`config.mk`:
```
export PLATFORM = sky130hd
export DESIGN_NAME = mul_sequencer_flat
export DESIGN_NICKNAME = d
export VERILOG_FILES = /design/src/rtl/mul_sequencer_if.sv /design/src/rtl/mul_sequencer.sv /design/src/flat_wrapper.sv
export SDC_FILE = /design/constraint.sdc
export NUM_CORES = 1
export LEC_CHECK = 0
export CELL_PAD_IN_SITES_DETAIL_PLACEMENT = 1
export CELL_PAD_IN_SITES_GLOBAL_PLACEMENT = 2
export CORE_MARGIN = 2
export CORE_UTILIZATION = 31
export DETAILED_ROUTE_END_ITERATION = 12
export PLACE_DENSITY_LB_ADDON = 0.1
export SLEW_MARGIN = 20
export SYNTH_ARGS = -nofsm -noshare
export SYNTH_HDL_FRONTEND = slang
export SYNTH_SLANG_ARGS = --single-unit
```
`constraint.sdc`:
```
create_clock -name clk -period 4.5 [get_ports clk]
set_input_delay 1.35 -clock clk [delete_from_list [all_inputs] [get_ports clk]]
set_output_delay 1.35 -clock clk [all_outputs]
set_load 0.01 [all_outputs]
```
`src/rtl/mul_sequencer_if.sv`:
```
// rtl/mul_sequencer_if.sv - execute-stage multiply request/writeback bundle
//
// Purpose: groups the E-stage multiply request (StartE, OpE, operands,
// destinations, AbortE) and the multiply unit's responses (stall request,
// status, results and register-file write ports) into one bundle.
// Ports (signals):
//   StartE, OpE[1:0], SrcAE/SrcBE/SrcCE[WIDTH-1:0], RdLoE/RdHiE[3:0], AbortE
//       request side, driven by the pipeline (master)
//   StallMul, Busy, Done, ResultLo/ResultHi[WIDTH-1:0], WA1/WA2[3:0], WE1/WE2
//       response side, driven by the multiply unit (slave)
interface mul_sequencer_if #(
    parameter int WIDTH = 32
);
    logic             StartE;
    logic [1:0]       OpE;
    logic [WIDTH-1:0] SrcAE;
    logic [WIDTH-1:0] SrcBE;
    logic [WIDTH-1:0] SrcCE;
    logic [3:0]       RdLoE;
    logic [3:0]       RdHiE;
    logic             AbortE;
    logic             StallMul;
    logic             Busy;
    logic             Done;
    logic [WIDTH-1:0] ResultLo;
    logic [WIDTH-1:0] ResultHi;
    logic [3:0]       WA1;
    logic [3:0]       WA2;
    logic             WE1;
    logic             WE2;

    modport master (
        output StartE, OpE, SrcAE, SrcBE, SrcCE, RdLoE, RdHiE, AbortE,
        input  StallMul, Busy, Done, ResultLo, ResultHi, WA1, WA2, WE1, WE2
    );

    modport slave (
        input  StartE, OpE, SrcAE, SrcBE, SrcCE, RdLoE, RdHiE, AbortE,
        output StallMul, Busy, Done, ResultLo, ResultHi, WA1, WA2, WE1, WE2
    );
endinterface

```
`src/rtl/mul_sequencer.sv`:
```
// rtl/mul_sequencer.sv - iterative shift-add MUL/MLA/UMULL/SMULL unit for the E stage
//
// Purpose: one multiply every WIDTH+2 cycles (accept, WIDTH shift-add
// iterations, one DONE/writeback cycle). Holds the front of the pipeline via
// StallMul and writes low/high result words through both register-file ports.
// Ports:
//   clk    rising-edge clock
//   reset  asynchronous active-low reset
//   bus    mul_sequencer_if.slave: request in, stall/status/result/write ports out
module mul_sequencer #(
    parameter int WIDTH = 32,
    parameter int CNTW  = 6
) (
    input  logic           clk,
    input  logic           reset,
    mul_sequencer_if.slave bus
);

    localparam logic [1:0] OP_MUL   = 2'b00;
    localparam logic [1:0] OP_MLA   = 2'b01;
    localparam logic [1:0] OP_SMULL = 2'b11;

    localparam logic [WIDTH-1:0]   ONE_W  = {{(WIDTH-1){1'b0}}, 1'b1};
    localparam logic [2*WIDTH-1:0] ONE_2W = {{(2*WIDTH-1){1'b0}}, 1'b1};
    localparam logic [CNTW-1:0]    LAST   = CNTW'(WIDTH - 1);

    typedef enum logic [1:0] {
        S_IDLE = 2'd0,
        S_RUN  = 2'd1,
        S_DONE = 2'd2
    } state_t;

    state_t state, state_next;

    logic [1:0]       op;
    logic [3:0]       rd_lo;
    logic [3:0]       rd_hi;
    logic [WIDTH-1:0] src_c;
    logic [WIDTH-1:0] mcand;
    logic [WIDTH-1:0] hi;
    logic [WIDTH-1:0] lo;
    logic             sign;
    logic [CNTW-1:0]  cnt;
    logic [WIDTH-1:0] res_lo;
    logic [WIDTH-1:0] res_hi;

    logic             accept;
    logic             last_iter;
    logic             start_smull;
    logic [WIDTH-1:0] a_abs;
    logic [WIDTH-1:0] b_abs;
    logic [WIDTH:0]   sum;
    logic [WIDTH-1:0] hi_n;
    logic [WIDTH-1:0] lo_n;
    logic [2*WIDTH-1:0] prod;
    logic [2*WIDTH-1:0] prod_fix;
    logic [WIDTH-1:0] res_lo_n;
    logic             long_op;

    assign accept      = (state == S_IDLE) && bus.StartE && !bus.AbortE;
    assign last_iter   = (state == S_RUN) && (cnt == LAST);
    assign start_smull = (bus.OpE == OP_SMULL);

    // Magnitudes for SMULL; the most negative value maps onto itself, which
    // is the correct unsigned magnitude.
    assign a_abs = bus.SrcAE[WIDTH-1] ? (~bus.SrcAE + ONE_W) : bus.SrcAE;
    assign b_abs = bus.SrcBE[WIDTH-1] ? (~bus.SrcBE + ONE_W) : bus.SrcBE;

    // One shift-add step: conditional add into hi keeping the carry, then
    // {carry, hi, lo} shifts right, retiring one multiplier bit from lo.
    assign sum  = {1'b0, hi} + (lo[0] ? {1'b0, mcand} : {(WIDTH+1){1'b0}});
    assign hi_n = sum[WIDTH:1];
    assign lo_n = {sum[0], lo[WIDTH-1:1]};

    // Final result formed from the last step's product so it can be
    // registered on the RUN->DONE edge.
    assign prod     = {hi_n, lo_n};
    assign prod_fix = sign ? (~prod + ONE_2W) : prod;
    assign res_lo_n = (op == OP_MLA) ? (prod_fix[WIDTH-1:0] + src_c) : prod_fix[WIDTH-1:0];

    always_ff @(posedge clk or negedge reset) begin
        if (!reset) begin
            state <= S_IDLE;
        end else begin
            state <= state_next;
        end
    end

    always_comb begin
        state_next = state;
        case (state)
            S_IDLE: if (accept) state_next = S_RUN;
            S_RUN: begin
                if (bus.AbortE)     state_next = S_IDLE;
                else if (last_iter) state_next = S_DONE;
            end
            S_DONE:  state_next = S_IDLE;
            default: state_next = S_IDLE;
        endcase
    end

    always_ff @(posedge clk or negedge reset) begin
        if (!reset) begin
            op     <= OP_MUL;
            rd_lo  <= '0;
            rd_hi  <= '0;
            src_c  <= '0;
            mcand  <= '0;
            hi     <= '0;
            lo     <= '0;
            sign   <= 1'b0;
            cnt    <= '0;
            res_lo <= '0;
            res_hi <= '0;
        end else if (accept) begin
            op    <= bus.OpE;
            rd_lo <= bus.RdLoE;
            rd_hi <= bus.RdHiE;
            src_c <= bus.SrcCE;
            mcand <= start_smull ? a_abs : bus.SrcAE;
            hi    <= '0;
            lo    <= start_smull ? b_abs : bus.SrcBE;
            sign  <= start_smull && (bus.SrcAE[WIDTH-1] ^ bus.SrcBE[WIDTH-1]);
            cnt   <= '0;
        end else if (state == S_RUN) begin
            hi  <= hi_n;
            lo  <= lo_n;
            cnt <= cnt + CNTW'(1);
            // An abort on the final iteration must not disturb the held results.
            if (last_iter && !bus.AbortE) begin
                res_lo <= res_lo_n;
                res_hi <= prod_fix[2*WIDTH-1:WIDTH];
            end
        end
    end

    assign long_op = op[1];

    always_comb begin
        bus.StallMul = 1'b0;
        bus.Busy     = 1'b0;
        bus.Done     = 1'b0;
        bus.WE1      = 1'b0;
        bus.WE2      = 1'b0;
        bus.ResultLo = res_lo;
        bus.ResultHi = res_hi;
        bus.WA1      = rd_lo;
        bus.WA2      = rd_hi;

        // Stall already in the accept cycle so the instruction stays in E;
        // released in DONE so it advances while writing back.
        bus.StallMul = accept || (state == S_RUN);
        bus.Busy     = (state != S_IDLE);

        if (state == S_DONE) begin
            bus.Done = 1'b1;
            bus.WE2  = long_op;
            // Same destination for both halves: only the high word is written.
            bus.WE1  = !(long_op && (rd_lo == rd_hi));
        end
    end

endmodule

```
`src/flat_wrapper.sv`:
```
// flat-port wrapper written by rule: the top's interface ports become plain ports
module mul_sequencer_flat 
#(
    parameter int WIDTH = 32,
    parameter int CNTW  = 6
)
  (clk, reset, bus_StartE, bus_OpE, bus_SrcAE, bus_SrcBE, bus_SrcCE, bus_RdLoE, bus_RdHiE, bus_AbortE, bus_StallMul, bus_Busy, bus_Done, bus_ResultLo, bus_ResultHi, bus_WA1, bus_WA2, bus_WE1, bus_WE2);
  mul_sequencer_if #(.WIDTH(WIDTH)) bus_i ();
  input  logic clk;
  input  logic reset;
  input wire logic [$bits(bus_i.StartE)-1:0] bus_StartE;
  input wire logic [$bits(bus_i.OpE)-1:0] bus_OpE;
  input wire logic [$bits(bus_i.SrcAE)-1:0] bus_SrcAE;
  input wire logic [$bits(bus_i.SrcBE)-1:0] bus_SrcBE;
  input wire logic [$bits(bus_i.SrcCE)-1:0] bus_SrcCE;
  input wire logic [$bits(bus_i.RdLoE)-1:0] bus_RdLoE;
  input wire logic [$bits(bus_i.RdHiE)-1:0] bus_RdHiE;
  input wire logic [$bits(bus_i.AbortE)-1:0] bus_AbortE;
  output wire logic [$bits(bus_i.StallMul)-1:0] bus_StallMul;
  output wire logic [$bits(bus_i.Busy)-1:0] bus_Busy;
  output wire logic [$bits(bus_i.Done)-1:0] bus_Done;
  output wire logic [$bits(bus_i.ResultLo)-1:0] bus_ResultLo;
  output wire logic [$bits(bus_i.ResultHi)-1:0] bus_ResultHi;
  output wire logic [$bits(bus_i.WA1)-1:0] bus_WA1;
  output wire logic [$bits(bus_i.WA2)-1:0] bus_WA2;
  output wire logic [$bits(bus_i.WE1)-1:0] bus_WE1;
  output wire logic [$bits(bus_i.WE2)-1:0] bus_WE2;
  assign bus_i.StartE = bus_StartE;
  assign bus_i.OpE = bus_OpE;
  assign bus_i.SrcAE = bus_SrcAE;
  assign bus_i.SrcBE = bus_SrcBE;
  assign bus_i.SrcCE = bus_SrcCE;
  assign bus_i.RdLoE = bus_RdLoE;
  assign bus_i.RdHiE = bus_RdHiE;
  assign bus_i.AbortE = bus_AbortE;
  assign bus_StallMul = bus_i.StallMul;
  assign bus_Busy = bus_i.Busy;
  assign bus_Done = bus_i.Done;
  assign bus_ResultLo = bus_i.ResultLo;
  assign bus_ResultHi = bus_i.ResultHi;
  assign bus_WA1 = bus_i.WA1;
  assign bus_WA2 = bus_i.WA2;
  assign bus_WE1 = bus_i.WE1;
  assign bus_WE2 = bus_i.WE2;
  mul_sequencer #(.WIDTH(WIDTH), .CNTW(CNTW)) u_core (.clk(clk), .reset(reset), .bus(bus_i));
endmodule
```
==> results of run 1 <==
## synthesized netlist by cell type (12+ instances only)
| library cell | n | area, sq um |
|---|---|---|
| sky130_fd_sc_hd__xnor2_1 | 122 | 1070 |
| sky130_fd_sc_hd__o21a_1 | 16 | 120 |
| sky130_fd_sc_hd__nor3_1 | 26 | 130 |
| sky130_fd_sc_hd__or3_1 | 16 | 100 |
| sky130_fd_sc_hd__a31oi_1 | 18 | 113 |
| sky130_fd_sc_hd__o31ai_1 | 25 | 188 |
| sky130_fd_sc_hd__clkbuf_1 | 61 | 229 |
| sky130_fd_sc_hd__a21o_1 | 22 | 165 |
| sky130_fd_sc_hd__buf_1 | 12 | 45.0 |
| sky130_fd_sc_hd__nand3_1 | 36 | 180 |
| sky130_fd_sc_hd__nand2_1 | 337 | 1260 |
| sky130_fd_sc_hd__ha_1 | 67 | 838 |
| sky130_fd_sc_hd__nor2_1 | 97 | 364 |
| sky130_fd_sc_hd__o21ai_0 | 188 | 941 |
| sky130_fd_sc_hd__dfrtp_1 | 211 | 5280 |
| sky130_fd_sc_hd__nor4_1 | 16 | 100 |
| sky130_fd_sc_hd__nand2b_1 | 16 | 100 |
| sky130_fd_sc_hd__inv_1 | 27 | 101 |
| sky130_fd_sc_hd__and2_1 | 39 | 244 |
| sky130_fd_sc_hd__a21oi_1 | 105 | 526 |
| sky130_fd_sc_hd__o21ai_1 | 25 | 125 |
| sky130_fd_sc_hd__and3_1 | 12 | 75.1 |
| sky130_fd_sc_hd__a22oi_1 | 30 | 225 |
| sky130_fd_sc_hd__xor2_1 | 54 | 473 |
## final cells by class
| cell class | count | area [sq um] | share of cell area [%] |
|---|---|---|---|
| multi-input cells | 1434 | 8960 | 48.5 |
| flip-flops and latches | 211 | 5280 | 28.6 |
| repair buffers | 265 | 2480 | 13.4 |
| clock buffers | 43 | 848 | 4.59 |
| well taps | 607 | 759 | 4.11 |
| inverters | 28 | 105 | 0.569 |
| clock inverters | 4 | 28.8 | 0.156 |
| diodes | 2 | 5.00 | 0.0271 |
## flip-flops by register name (all words and copies together) (netlist names)
name / count
u_core.bus.WA2: 4
u_core.sign: 1
u_core.bus.ResultHi: 32
u_core.cnt: 6
u_core.hi: 32
u_core.op: 2
u_core.bus.ResultLo: 32
u_core.src_c: 32
u_core.mcand: 32
u_core.lo: 32
u_core.state: 2
u_core.bus.WA1: 4
## kinds of logic (layout without fill, tap and decap cells)
group	Yosys count	in the layout	synth area share (%)
XOR/XNOR	176	176	10.6
adder cells (fa/ha/maj)	69	69	6.04
flip-flops	211	211	36.3
buffers and inverters	114	340	3.11
other	0	2	0
multiplexers	4	4	0.284
AO/OA/AOI/OAI	523	523	22.3
AND/OR/NAND/NOR	662	662	21.4
## where the power goes
part           switching [W]  internal, W  total (W)
clock               0.000861      0.00128    0.00214
sequential          0.000347      0.00226    0.00260
combinational        0.00251      0.00185    0.00436
total                0.00372      0.00538    0.00910
## worst paths after layout
path / from / end / depth (start not counted)
max in group asynchronous: reset / u_core.bus.ResultHi[21]$_DFFE_PN0P_ / 2
min reg2reg: u_core.bus.ResultHi[10]$_DFFE_PN0P_ / u_core.bus.ResultHi[10]$_DFFE_PN0P_ / 2
min: u_core.bus.ResultHi[10]$_DFFE_PN0P_ / u_core.bus.ResultHi[10]$_DFFE_PN0P_ / 2
min in group asynchronous: reset / u_core.bus.WA1[0]$_DFFE_PN0P_ / 1
max reg2reg: u_core.lo[0]$_DFFE_PN0P_ / u_core.bus.ResultHi[30]$_DFFE_PN0P_ / 15
max: u_core.lo[0]$_DFFE_PN0P_ / u_core.bus.ResultHi[30]$_DFFE_PN0P_ / 15
## layer usage
metal | vias up | wire, microns | global-route usage (%)
li1 | 6668 | - | -
met1 | 6652 | 22100 | 25.4
met2 | 191 | 25600 | 37.6
met3 | 77 | 1220 | 2.17
met4 | 0 | 1820 | 7.09
met5 | - | 0 | 0
## stage by stage
stage | cells | utilization [%] | TNS [ns] | total power (W) | setup slack (ns)
2_1_floorplan | 1759 | - | 0 | 0.00542 | 0.279
3_3_place_gp | 2544 | 37.6 | 0 | 0.00687 | 0.0179
3_5_place_dp | 2544 | 37.6 | -0.0129 | 0.00692 | -0.0129
4_1_cts | 2591 | 39.5 | 0 | 0.00915 | 0.00900
5_1_grt | 2594 | 39.8 | -0.0583 | 0.00979 | -0.0227
6_report | 2594 | 39.8 | 0 | 0.00910 | 0.175
## critical path: stages, from the launching register on
cell and delay [ns]:
sky130_fd_sc_hd__dfrtp_1 0.41, sky130_fd_sc_hd__buf_4 0.22, sky130_fd_sc_hd__and2_1 0.16, sky130_fd_sc_hd__ha_1 0.26, sky130_fd_sc_hd__or3_1 0.39, sky130_fd_sc_hd__a21oi_1 0.24, sky130_fd_sc_hd__o21bai_1 0.16, sky130_fd_sc_hd__buf_4 0.17
sky130_fd_sc_hd__a21o_1 0.19, sky130_fd_sc_hd__a311oi_1 0.44, sky130_fd_sc_hd__o2111ai_1 0.26, sky130_fd_sc_hd__nand2b_1 0.25, sky130_fd_sc_hd__or4_4 0.60, sky130_fd_sc_hd__o31ai_2 0.22, sky130_fd_sc_hd__xor2_1 0.17, sky130_fd_sc_hd__o21ai_1 0.07
## timing repair
item,4_1_cts,5_1_grt
buffers inserted,0,1
endpoints found under the setup margin,0,12
resized for setup,0,26
hold buffers,0,0
==> parameters.txt, run 1 <==
Parameter                              Value

Place
  Port Buffers ... 186
  Detailed Place HPWL ... 38800 microns
  Gpl congestion ... 0.890
  Instance area at placement ... 0.0175 sq mm

Hold path
  Hold/Removal Path Class ... flip-flop to flip-flop

Die
  Total Die Area ... 0.0487 sq mm
  Core footprint ... 0.0465 sq mm
  Chip Height ... 221 microns
  Die outline width ... 221 microns
  Initial standard-cell utilization of the core ... 31.3%
  Cell row count ... 79
  Top-Level Pins ... 187

Worst setup path
  Kind of launch point of the worst setup path ... flip-flop
  Crit end category ... flip-flop
  Critical path peak fanout ... 30
  Flop-to-flop setup slack ... 0.18 ns
  Worst EP required ... 4.93 ns
  Arrival time reported for the critical path endpoint ... 4.75 ns
  Type of the worst setup path ... flip-flop to flip-flop

Final layout
  Most frequent cells in the layout ... sky130_fd_sc_hd__nand2_1, sky130_fd_sc_hd__dfrtp_1, sky130_fd_sc_hd__o21ai_0
  Share of cells above drive strength 1 ... 8.61%
  Nets@finish ... 2147
  Final cell area excluding filler cells ... 0.0185 sq mm
  Relative area change from synthesis to final layout ... 27.0%
  Leading cell type in the layout, fill and taps excluded ... sky130_fd_sc_hd__nand2_1
  Fillcell total ... 5529

Clock network
  Sinks on the clock net ... 211
  Clock tree from TritonCTS ... built
  H-Tree Level Count ... 1
  Worst-skew pair later-pin latency ... 0.56 ns
  Clock-pin slew on the worst setup and hold paths ... 0.05 ns
  Cell chosen for the clock root ... sky130_fd_sc_hd__clkbuf_16
  Clock Path Buffers ... 3
  Number of buffers created by CTS ... 28

Synthesis
  Post-Syn Area ... 0.0146 sq mm
  Synthesized area per cell ... 8.27 sq um
  Flip-flop and latch count after synthesis ... 211
  Yosys warnings ... 0
  Async S/R FF share, synth ... 100%
  Post-synthesis cell type count ... 83
  Count of flip-flops with a built-in enable after synthesis ... 0
  Syn_nets ... 1938
  Sequential area share after synthesis ... 36.3%
  Count of mapped cells out of synthesis ... 1759
  Main synth FF type ... sky130_fd_sc_hd__dfrtp_1

Pwr
  Pwr Density ... 493 mW/mm^2
  Static leakage ... 7.90 nW
  Peak ir drop on the vdd network ... 0.000276 V

Timing
  Min Clock Period, post-route ... 4.32 ns
  Setup Skew ... 0.0110 ns
  Transition at the pin with the smallest max-transition slack ... 1.05 ns
  Max Clock Freq ... 231 MHz
  Slew Viols, Final ... 0
  Final hold slack ... 0.479 ns
  Final period util ... 96.1%
  Endpoints failing hold ... 0
  Final Setup Violations ... 0
  Slew HR ... 30.0%

Route
  Number of remaining DRC errors ... 0
  Detailed router's first-iteration violation count ... 658
  Routed Antenna Nets ... 0
  Final wirelength ... 50700 microns
  Detailed-route wire length per cell ... 19.6 microns
  Vias after detailed routing ... 13600
  Post-detailed-route via-to-cell ratio ... 5.24
  Pre-antenna DRT Iters ... 5

GRT
  Maximum number of pins on one net before global-route repair ... 107
  Global-route wire length before repair ... 79100 microns
  Via count of the first global-routing pass ... 14300
  Initial antenna violation count ... 2
  All-Layer GR Usage ... 20.7%
  Total gr overflow ... 0

Flow run
  Reported max-cap violation count ... 0

Status
  Outcome ... finished, final reports clean
Power figures use the tool's default switching activity.
==> inputs of run 2 (changes only) <==
--- a/config.mk
+++ b/config.mk
@@ -11,7 +11,7 @@
 export CORE_UTILIZATION = 31
 export DETAILED_ROUTE_END_ITERATION = 12
 export PLACE_DENSITY_LB_ADDON = 0.1
-export SLEW_MARGIN = 20
+export SLEW_MARGIN = 15
 export SYNTH_ARGS = -nofsm -noshare
 export SYNTH_HDL_FRONTEND = slang
 export SYNTH_SLANG_ARGS = --single-unit
==> results of run 2 <==
Same layout as run 1: the final DEF is identical, and so are final timing and power.
==> inputs of run 3 (changes only) <==
--- a/config.mk
+++ b/config.mk
@@ -9,6 +9,7 @@
 export CELL_PAD_IN_SITES_GLOBAL_PLACEMENT = 2
 export CORE_MARGIN = 2
 export CORE_UTILIZATION = 31
+export CTS_CLUSTER_DIAMETER = 200
 export DETAILED_ROUTE_END_ITERATION = 12
 export PLACE_DENSITY_LB_ADDON = 0.1
 export SLEW_MARGIN = 15
==> results of run 3 <==
Same layout as run 1: the final DEF is identical, and so are final timing and power.
==> RTL change: new RTL, config.mk and constraints of run 3 <==
`WIDTH` is set to 32 in 3 places; all go to 40.
--- a/src/rtl/mul_sequencer_if.sv
+++ b/src/rtl/mul_sequencer_if.sv
@@ -9,7 +9,7 @@
 //   StallMul, Busy, Done, ResultLo/ResultHi[WIDTH-1:0], WA1/WA2[3:0], WE1/WE2
 //       response side, driven by the multiply unit (slave)
 interface mul_sequencer_if #(
-    parameter int WIDTH = 32
+    parameter int WIDTH = 40
 );
     logic             StartE;
     logic [1:0]       OpE;
--- a/src/rtl/mul_sequencer.sv
+++ b/src/rtl/mul_sequencer.sv
@@ -8,7 +8,7 @@
 //   reset  asynchronous active-low reset
 //   bus    mul_sequencer_if.slave: request in, stall/status/result/write ports out
 module mul_sequencer #(
-    parameter int WIDTH = 32,
+    parameter int WIDTH = 40,
     parameter int CNTW  = 6
 ) (
     input  logic           clk,
--- a/src/flat_wrapper.sv
+++ b/src/flat_wrapper.sv
@@ -1,7 +1,7 @@
 // flat-port wrapper written by rule: the top's interface ports become plain ports
 module mul_sequencer_flat 
 #(
-    parameter int WIDTH = 32,
+    parameter int WIDTH = 40,
     parameter int CNTW  = 6
 )
   (clk, reset, bus_StartE, bus_OpE, bus_SrcAE, bus_SrcBE, bus_SrcCE, bus_RdLoE, bus_RdHiE, bus_AbortE, bus_StallMul, bus_Busy, bus_Done, bus_ResultLo, bus_ResultHi, bus_WA1, bus_WA2, bus_WE1, bus_WE2);
Interface: changed (5 resized); port bits go from 187 to 227. No check against the original RTL was run, so the function may have changed too.
==> RTL change against run 3 <==
- the run now ends with negative setup slack left
- combinational power grew 76%
- synthesized cell count grew 27%
- count of clock-buffer cells in the layout grew 9
- cell area grew 36%
- power grew 51%
- highest routed layer unchanged
- die area grew 25%
- routed wire length grew 43%
- worst setup slack lost 520 ps
- synthesized area grew 25%
- sequential cell count grew 48
==> RTL change: results (changes against run 3) <==
metric,value,unit,change
nets@finish,2910,,+36%
# fillers,6861,,+24%
Synth Area in XOR/XNOR,10.31,%,-0.28 points
share of layout cells above drive strength 1,17.92,%,+9.3 points
failing checks,negative setup slack,,
largest net degree at the start of global routing,110,,+2.8%
clock share of power,20.7,%,-2.8 points
Avg WL per Cell,20.81,um,+6.5%
maximum vdd ir drop,0.2558,mV,-7.3%
Worst Tran Pin Value,1035,ps,-14.71 ps
CTS Buf Count,36,,+29%
Worst path max stage delay,420,ps,-180 ps
Max H-tree Level,2,,+1
"Setup violations, final",13,,+13
post-CTS setup buffer count,11,,+11
cts repair resizes,44,,+44
status,"finished, violations left",,
post-synthesis compound-gate area fraction,22.26,%,about the same
Leak,11.18,nW,+42%
first-pass GRT wire length,113000,um,+43%
Cells after Synth,2235,,+27%
Critical Path AT,5310,ps,+560 ps
pwr/cell area,546.5,mW/mm2,+11%
fin worst setup slack,-344.2,ps,-519.7 ps
post-synthesis mux area share,0.4043,%,+0.12 points
gr usage total,23.74,%,+3.0 points
gpl congestion,0.8764,,-1.5%
Psw,5.833,mW,+57%
WL final,72500,um,+43%
Synth Area in Adders,5.907,%,-0.13 points
vias in the first global route,19052,,+33%
DP HPWL,56870,um,+47%
n_diodes,0,,-2
## RTL change: worst paths after layout
kind | startpoint | to | slack, ps | depth (start not counted)
worst max-delay path | u_core.lo[6] | u_core.bus.ResultLo[39] | -340 | 17
worst min-delay path | u_core.mcand[3] | u_core.mcand[3] | 470 | 2
worst max register to register | u_core.lo[6] | u_core.bus.ResultLo[39] | -340 | 17
worst min register to register | u_core.mcand[3] | u_core.mcand[3] | 470 | 2
max in group asynchronous | reset | u_core.lo[27] | 2690 | 2
min in group asynchronous | reset | u_core.bus.ResultLo[19] | 800 | 1
## RTL change: final cells by class
cell class                      count  area share (%)
Inverter                           33          0.4932
Sequential cell                   259           25.82
Timing Repair Buffer              528           18.33
Clock buffer                       52           4.190
Multi-Input combinational cell   1833           46.93
Clock inverter                     13          0.4334
Tap cell                          765           3.811
## RTL change: layer usage
metal,vias to the layer above,global-route usage (%),share of wire (%)
li1,8882,-,-
met4,0,4.075,1.3
met1,9129,37.58,53
met3,60,3.126,4.4
met5,-,0,0
met2,346,34.15,41
## RTL change: worst reg2reg max path: stages, from the launching register on
cell	delay, ps
dfrtp_1	380
or3_4	400
or3_4	350
or4_4	420
or3_1	320
or3_4	380
o31ai_4	270
xnor2_2	170
ha_4	240
a2111o_1	390
a21oi_1	130
o211ai_1	140
a41o_1	310
a21o_1	200
a21oi_2	160
xnor2_1	100
and3_1	190
o31ai_1	210
## RTL change: per-stage QoR
| stage | setup TNS [ps] | area (um2) | setup WS [ps] |
|---|---|---|---|
| final | -2338 | 25110 | -344.2 |
| after global routing | -5442 | 25110 | -528.0 |
| after CTS | -2539 | 24720 | -335.0 |
| after detailed placement | -7171 | 23320 | -432.4 |
| after global placement | -4643 | 23320 | -383.2 |
| after floorplan | -150.6 | 18300 | -68.98 |
